**src/rtl/load_count_demux.sv**
```systemverilog
// Load-bus receive endpoint: 2-entry input FIFO feeding four
// saturating 4-bit down-counters with per-counter expiry pulses.
module load_count_demux #(
    parameter int DATA_W     = 4,
    parameter int SEL_W      = 2,
    parameter int FIFO_DEPTH = 2
) (
    input  logic                             clk,
    input  logic                             rst_n,
    input  logic [DATA_W+SEL_W-1:0]          Z,
    input  logic                             src,
    input  logic                             load_valid,
    output logic                             load_ready,
    input  logic                             hold,
    input  logic [(2**SEL_W)-1:0]            count_en,
    output logic [(2**SEL_W)*DATA_W-1:0]     count_q,
    output logic [(2**SEL_W)-1:0]            zero,
    output logic [(2**SEL_W)-1:0]            last_src,
    output logic [(2**SEL_W)-1:0]            expired,
    output logic [1:0]                       fifo_level
);

    localparam int NREG = 2 ** SEL_W;
    localparam int EW   = DATA_W + SEL_W + 1;

    typedef logic [EW-1:0] entry_t;

    entry_t            fifo_q [FIFO_DEPTH];
    entry_t            fifo_d [FIFO_DEPTH];
    logic [1:0]        level_q, level_d;
    logic [DATA_W-1:0] cnt_q [NREG];
    logic [DATA_W-1:0] cnt_d [NREG];
    logic [NREG-1:0]   src_q, src_d;
    logic [NREG-1:0]   exp_q, exp_d;

    logic              push, pop;
    logic [1:0]        base;
    logic [SEL_W-1:0]  head_sel;
    logic [DATA_W-1:0] head_val;
    logic              head_src;

    assign load_ready = (level_q != 2'd2);
    assign push       = load_valid & load_ready;
    assign pop        = (level_q != 2'd0) & ~hold;
    assign head_src   = fifo_q[0][0];
    assign head_sel   = fifo_q[0][SEL_W:1];
    assign head_val   = fifo_q[0][EW-1:SEL_W+1];

    // Shift FIFO: slot 0 is always the head, new word lands after survivors
    always_comb begin
        fifo_d = fifo_q;
        base   = level_q - {1'b0, pop};
        if (pop) begin
            fifo_d[0] = fifo_q[1];
        end
        if (push) begin
            fifo_d[base[0]] = {Z, src};
        end
        level_d = base + {1'b0, push};
    end

    always_comb begin
        for (int k = 0; k < NREG; k++) begin
            cnt_d[k] = cnt_q[k];
            src_d[k] = src_q[k];
            exp_d[k] = 1'b0;
            if (pop && head_sel == SEL_W'(k)) begin
                cnt_d[k] = head_val;
                src_d[k] = head_src;
            end else if (count_en[k] && cnt_q[k] != '0) begin
                cnt_d[k] = cnt_q[k] - 1'b1;
                exp_d[k] = (cnt_q[k] == DATA_W'(1));
            end
        end
    end

    always_comb begin
        count_q = '0;
        zero    = '0;
        for (int k = 0; k < NREG; k++) begin
            count_q[k*DATA_W +: DATA_W] = cnt_q[k];
            zero[k] = (cnt_q[k] == '0);
        end
    end

    assign last_src   = src_q;
    assign expired    = exp_q;
    assign fifo_level = level_q;

    always_ff @(posedge clk or negedge rst_n) begin
        if (!rst_n) begin
            for (int i = 0; i < FIFO_DEPTH; i++) begin
                fifo_q[i] <= '0;
            end
            for (int k = 0; k < NREG; k++) begin
                cnt_q[k] <= '0;
            end
            level_q <= '0;
            src_q   <= '0;
            exp_q   <= '0;
        end else begin
            fifo_q  <= fifo_d;
            cnt_q   <= cnt_d;
            level_q <= level_d;
            src_q   <= src_d;
            exp_q   <= exp_d;
        end
    end

endmodule

```
**config.mk**
```make
export PLATFORM = sky130hd
export DESIGN_NAME = load_count_demux
export DESIGN_NICKNAME = d
export VERILOG_FILES = /design/src/rtl/load_count_demux.sv
export SDC_FILE = /design/constraint.sdc
export NUM_CORES = 1
export LEC_CHECK = 0
export BUFFER_PORTS_ARGS = -buffer_cell sky130_fd_sc_hd__buf_2
export CAP_MARGIN = 10
export CORE_MARGIN = 3
export CORE_UTILIZATION = 58
export CTS_CLUSTER_DIAMETER = 80
export DETAILED_ROUTE_END_ITERATION = 8
export PLACE_DENSITY = 0.81
export SETUP_SLACK_MARGIN = 0.15
export SYNTH_ARGS = -nofsm -noshare
export SYNTH_HDL_FRONTEND = slang
export SYNTH_SLANG_ARGS = --single-unit
```
**constraint.sdc**
```tcl
create_clock -name clk -period 5.1 [get_ports clk]
set_input_delay 1.02 -clock clk [delete_from_list [all_inputs] [get_ports clk]]
set_output_delay 1.02 -clock clk [all_outputs]
set_load 0.02 [all_outputs]
```
Yosys cells after proc, flatten, opt, wreduce, memory -nomap -nowiden:

Index checks and enable logic that the tools add are counted.

* flip-flop bits (word level): 40
* latch bits: 0
* RAM bits: 0
* bits in read-only memories: 0
* bits of input ports: 15
* output and inout bits: 31
* word-level logic and storage cells: 76
* memories: 0

* $add $sub $neg: 6
* multipliers: 0
* div/mod/pow operators: 0
* $lt $le $gt $ge: 2
* equal/unequal tests: 8
* shift operators: 0
* multiplexer cells: 21
* bitwise operators: 4
* reductions and logical operators: 23

Operator list (count)
* $mux 4: 8
* $eq 4x1->1 const B: 4
* $logic_not 4->1: 4
* $reduce_bool 4->1: 4
* $sub 4x1->4 const B: 4
* $bwmux 14: 1
* $mux 14: 1
* $mux 7: 2
* $reduce_bool 2->1: 5
* $logic_and 1x1->1: 9
* $mux 1: 8
* $demux 7 s1: 1
* $eq 2x2->1 const B: 2
* $add 2x1->2: 1
* $and 1x1->1: 2
* $eq 2x1->1 const B: 1
* $ge 2x2->1 const B: 1
* $logic_not 2->1: 1
* $lt 2x1->1 const B: 1
* $ne 2x2->1 const B: 1
* $not 1->2: 1
* $sub 2x1->2: 1
* $not 1->1: 1

Logic depth before layout (Yosys ltp):

* depth after elaboration: 10
* gate-level depth with buffers: 6
* gate-level depth less buffers: 6

Worst setup path after synthesis:

Ideal clock, no wire load.

* kind: register to output
* start point: register cnt_q (netlist bit count_q[13])
* end point: output zero[3]
* data arrival time: 1534 ps
* data required time: 4080 ps
* setup slack: 2546 ps
* stages on the path, launching flop included: 4
* buffers on the path: 0
* cells stage by stage: dfrtp_1 -> inv_1 -> ha_1 -> nor3b_1

* word-level cells in the longest chain between the ends: 1

RTL lines
* start: declaration: RTL line 31 `logic [DATA_W-1:0] cnt_q [NREG];`
* start signal: assignment: RTL line 103 `cnt_q <= cnt_d;`
* $logic_not 4->1: RTL line 82 `zero[k] = (cnt_q[k] == '0);`
* end: declaration: RTL line 17 `output logic [(2**SEL_W)-1:0] zero,`

Every way passes these cells.

Final worst setup path:

* start point: register cnt_q (netlist bit count_q[12])
* end point: output zero[3]

The elaborated chain is that of the path after synthesis.

==> results.sh <==
export IMPL_row_count=21
export IMPL_synth_edff_count=0
export IMPL_slowest_stage="nor3b_1"
export IMPL_worst_slack_ps=2210
export IMPL_yosysSeqAreaShare_pct=46.2
export IMPL_hp_class="reg2reg"
export IMPL_hpwl_um=3190
export IMPL_syn_inst=193
export IMPL_status="finished, final reports clean"
export IMPL_synth_simple_area_share_pct=15.4
export IMPL_placement_cell_area_um2=2420
export IMPL_worstPathArrival_ps=1870
export IMPL_worstPathCellList="inv_1 -> ha_1 -> nor3b_1 -> buf_2"
export IMPL_leakagePower_nw=1.22
export IMPL_ys_types=40
export IMPL_die_x_um=67.1
export IMPL_crit_path_max_incr_delay_ps=570
export IMPL_route_detailed_drc=0
export IMPL_antenna_found_initial=0
export IMPL_crit_required_ps=4080
export IMPL_critPathCaptureType="output pin"
export IMPL_finalMaxSlewViolations=0
export IMPL_drt_iter0_markers=84
export IMPL_rsz0062_at_grt="false"
export IMPL_multi_input_area_um2=1080
export IMPL_grt_pass1_vias=1519
export IMPL_yosys_area_top_type="dfrtp_1"
export IMPL_track_usage_pct=21.1
export IMPL_syn_area_um2=2170
export IMPL_ys_async_sr_fraction_pct=100
export IMPL_final_net_count=266
export IMPL_crit_type="reg2out"
export IMPL_core_area_um2=3470
export IMPL_antennaDiodeCount=0
export IMPL_die_area_um2=4510
export IMPL_synth_top_family_by_area="multiplexers"
export IMPL_critPathLaunchType="flip-flop"
export IMPL_power_density_nw_per_um2=655
export IMPL_vias_per_cell=5.72
export IMPL_synth_ff_type="dfrtp_1"
export IMPL_synthAdderAreaFrac_pct=5.19
export IMPL_syn2layout_area_growth_pct=15.3
export IMPL_insertion_delay_ps=290
export IMPL_worst_pin_slew_ps=862
export IMPL_grt_max_degree=41
export IMPL_cts_sinks=40
export IMPL_post_route_min_period_ps=2890
export IMPL_fin_tns_setup_ps=0
export IMPL_tritoncts="yes"
export IMPL_synth_avg_cell_area_um2=11.2
export IMPL_seqCellArea_um2=1000
export IMPL_fill_cells=287
export IMPL_cts_setup_buffers=0
export IMPL_io_pins=46
export IMPL_critPathMaxFanout=6
export IMPL_peakVddDrop_mv=0.354
export IMPL_hold_depth=1
export IMPL_finalSetupViolCount=0
export IMPL_cap_violations=0
export IMPL_synth_area_top_cells="dfrtp_1, mux2_2, ha_1"
export IMPL_r2r_cells=3
export IMPL_yosys_warnings=0
export IMPL_synth_compound_area_share_pct=11.7
export IMPL_htree_levels=2
export IMPL_fmax_ghz=0.346
export IMPL_ys_ff_latch=40
export IMPL_gp_congestion=0.861
export IMPL_relSlewSlack_pct=42.5
export IMPL_period_share_pct=56.7
export IMPL_cts_path_max_buffers=2
export IMPL_finalClockSkew_ps=6.41
export IMPL_routedWlPerCell_um=14.9
export IMPL_syn_nets=217
export IMPL_first_pass_iters=4
export IMPL_wirelength_um=4290
export IMPL_clkTransAtPathRegs_ps=70
export IMPL_synth_top_area_share_pct=46.2
export IMPL_hold_violations=0
export IMPL_fp_dieH_um=67.1
export IMPL_initial_core_util_pct=62.5
export IMPL_placed_cells=281
export IMPL_final_layout_size_suffix_gt1_share_pct=36.4
export IMPL_numCtsBuffers=5
export IMPL_root_buffer="clkbuf_8"
export IMPL_postRouteAntennaNets=0
export IMPL_io_buffers=45
export IMPL_synth_xor_area_share_pct=0
export IMPL_overflow=0
export IMPL_grt_first_pass_wirelength_um=6930
export IMPL_final_area_um2=2500
export IMPL_hold_buffers=0
export IMPL_post_place_ws_ps=2500
export IMPL_cts_resized=0
export IMPL_muxShareOfSynthArea_pct=17.7
export IMPL_holdWs_ps=510
export IMPL_final_cell_count_no_fill=288
export IMPL_vias=1648
==> worst max-delay path: cells and delay by family (launching register included) <==
kind / cells / cell delay (ps)
simple gates: 1 / 570
fa+ha+maj: 1 / 200
buf+inv: 2 / 360
flops: 1 / 440
==> cells in the mapped netlist, drive strengths merged (2+ instances only) <==
| master | count |
|---|---|
| nand3 | 4 |
| a2bb2oi | 4 |
| nor4b | 4 |
| a32o | 2 |
| nand2b | 4 |
| o21ai | 6 |
| and4b | 4 |
| ha | 9 |
| nand4 | 2 |
| o22ai | 4 |
| nand2 | 12 |
| inv | 15 |
| o32a | 2 |
| nor4 | 2 |
| a21oi | 11 |
| mux2 | 31 |
| or3b | 2 |
| nor2 | 12 |
| mux2i | 3 |
| nor3b | 2 |
| nor3 | 4 |
| buf | 3 |
| dfrtp | 40 |
==> final timing paths <==
kind	start	endpoint	slack (ps)
min in group asynchronous	rst_n	expired[2]$_DFF_PN0_	840
max in group asynchronous	rst_n	count_q[2]$_DFFE_PN0P_	3720
setup / recovery	count_q[12]$_DFFE_PN0P_	zero[3]	2210
hold reg to reg	flip-flop	flip-flop	510
setup reg to reg	fifo_level[0]$_DFF_PN0_	fifo_q[10]$_DFF_PN0_	3370
hold / removal	flip-flop	flip-flop	510
==> area by class of cell <==
class	count	area share [%]
Tap cell	46	2.30
Timing Repair Buffer	45	9.00
Sequential cell	40	40.0
Multi-Input combinational cell	135	43.3
Clock buffer	6	2.90
Inverter	15	2.25
Clock inverter	1	0.200
==> report_power, final <==
part,leakage [nW],switching [mW],internal [mW],total (mW)
sequential,0.486,0.170,0.469,0.639
combinational,0.689,0.431,0.372,0.804
clock,0.0410,0.103,0.0929,0.196
total,1.22,0.704,0.934,1.64
==> per-layer routing <==
metal | up-vias | global-route usage, % | routed length (µm)
met5 | - | 0 | 0
met4 | 0 | 8.61 | 60
met3 | 6 | 6.82 | 222
met2 | 37 | 34.2 | 2060
met1 | 800 | 26.1 | 1950
li1 | 805 | - | -
==> stage by stage <==
step | power [mW] | util, %
finish | 1.64 | 72.1
global placement | 1.42 | 69.9
global route | 1.77 | 72.1
floorplan | 1.22 | -
CTS | 1.65 | 72.1
detailed placement | 1.45 | 69.9
==> placed cells by master, fill, tap and decap left out, drive strengths merged <==
cell     instances
buf             45
dfrtp           40
mux2            31
inv             15
nand2           12
nor2            12
a21oi           11
ha               9
o21ai            6
clkbuf           6
nand2b           4
and4b            4
a2bb2oi          4
o22ai            4
nor4b            4
nand3            4
nor3             4
mux2i            3
a32o             2
nor3b            2
or3b             2
nand4            2
nor4             2
o32a             2
and2             1
o21bai           1
nand3b           1
o21ba            1
and4             1
nor2b            1
a22oi            1
o2bb2ai          1
a21o             1
a32oi            1
o21a             1
clkinv           1
==> kinds of logic (layout without fill, tap and decap cells) <==
kind of cell    count (synthesis)  in the layout
buf+inv                        18             67
compound gates                 36             36
mux                            34             34
fa+ha+maj                       9              9
simple gates                   56             56
flops                          40             40
Note: power is estimated with default switching activity, not from simulation.
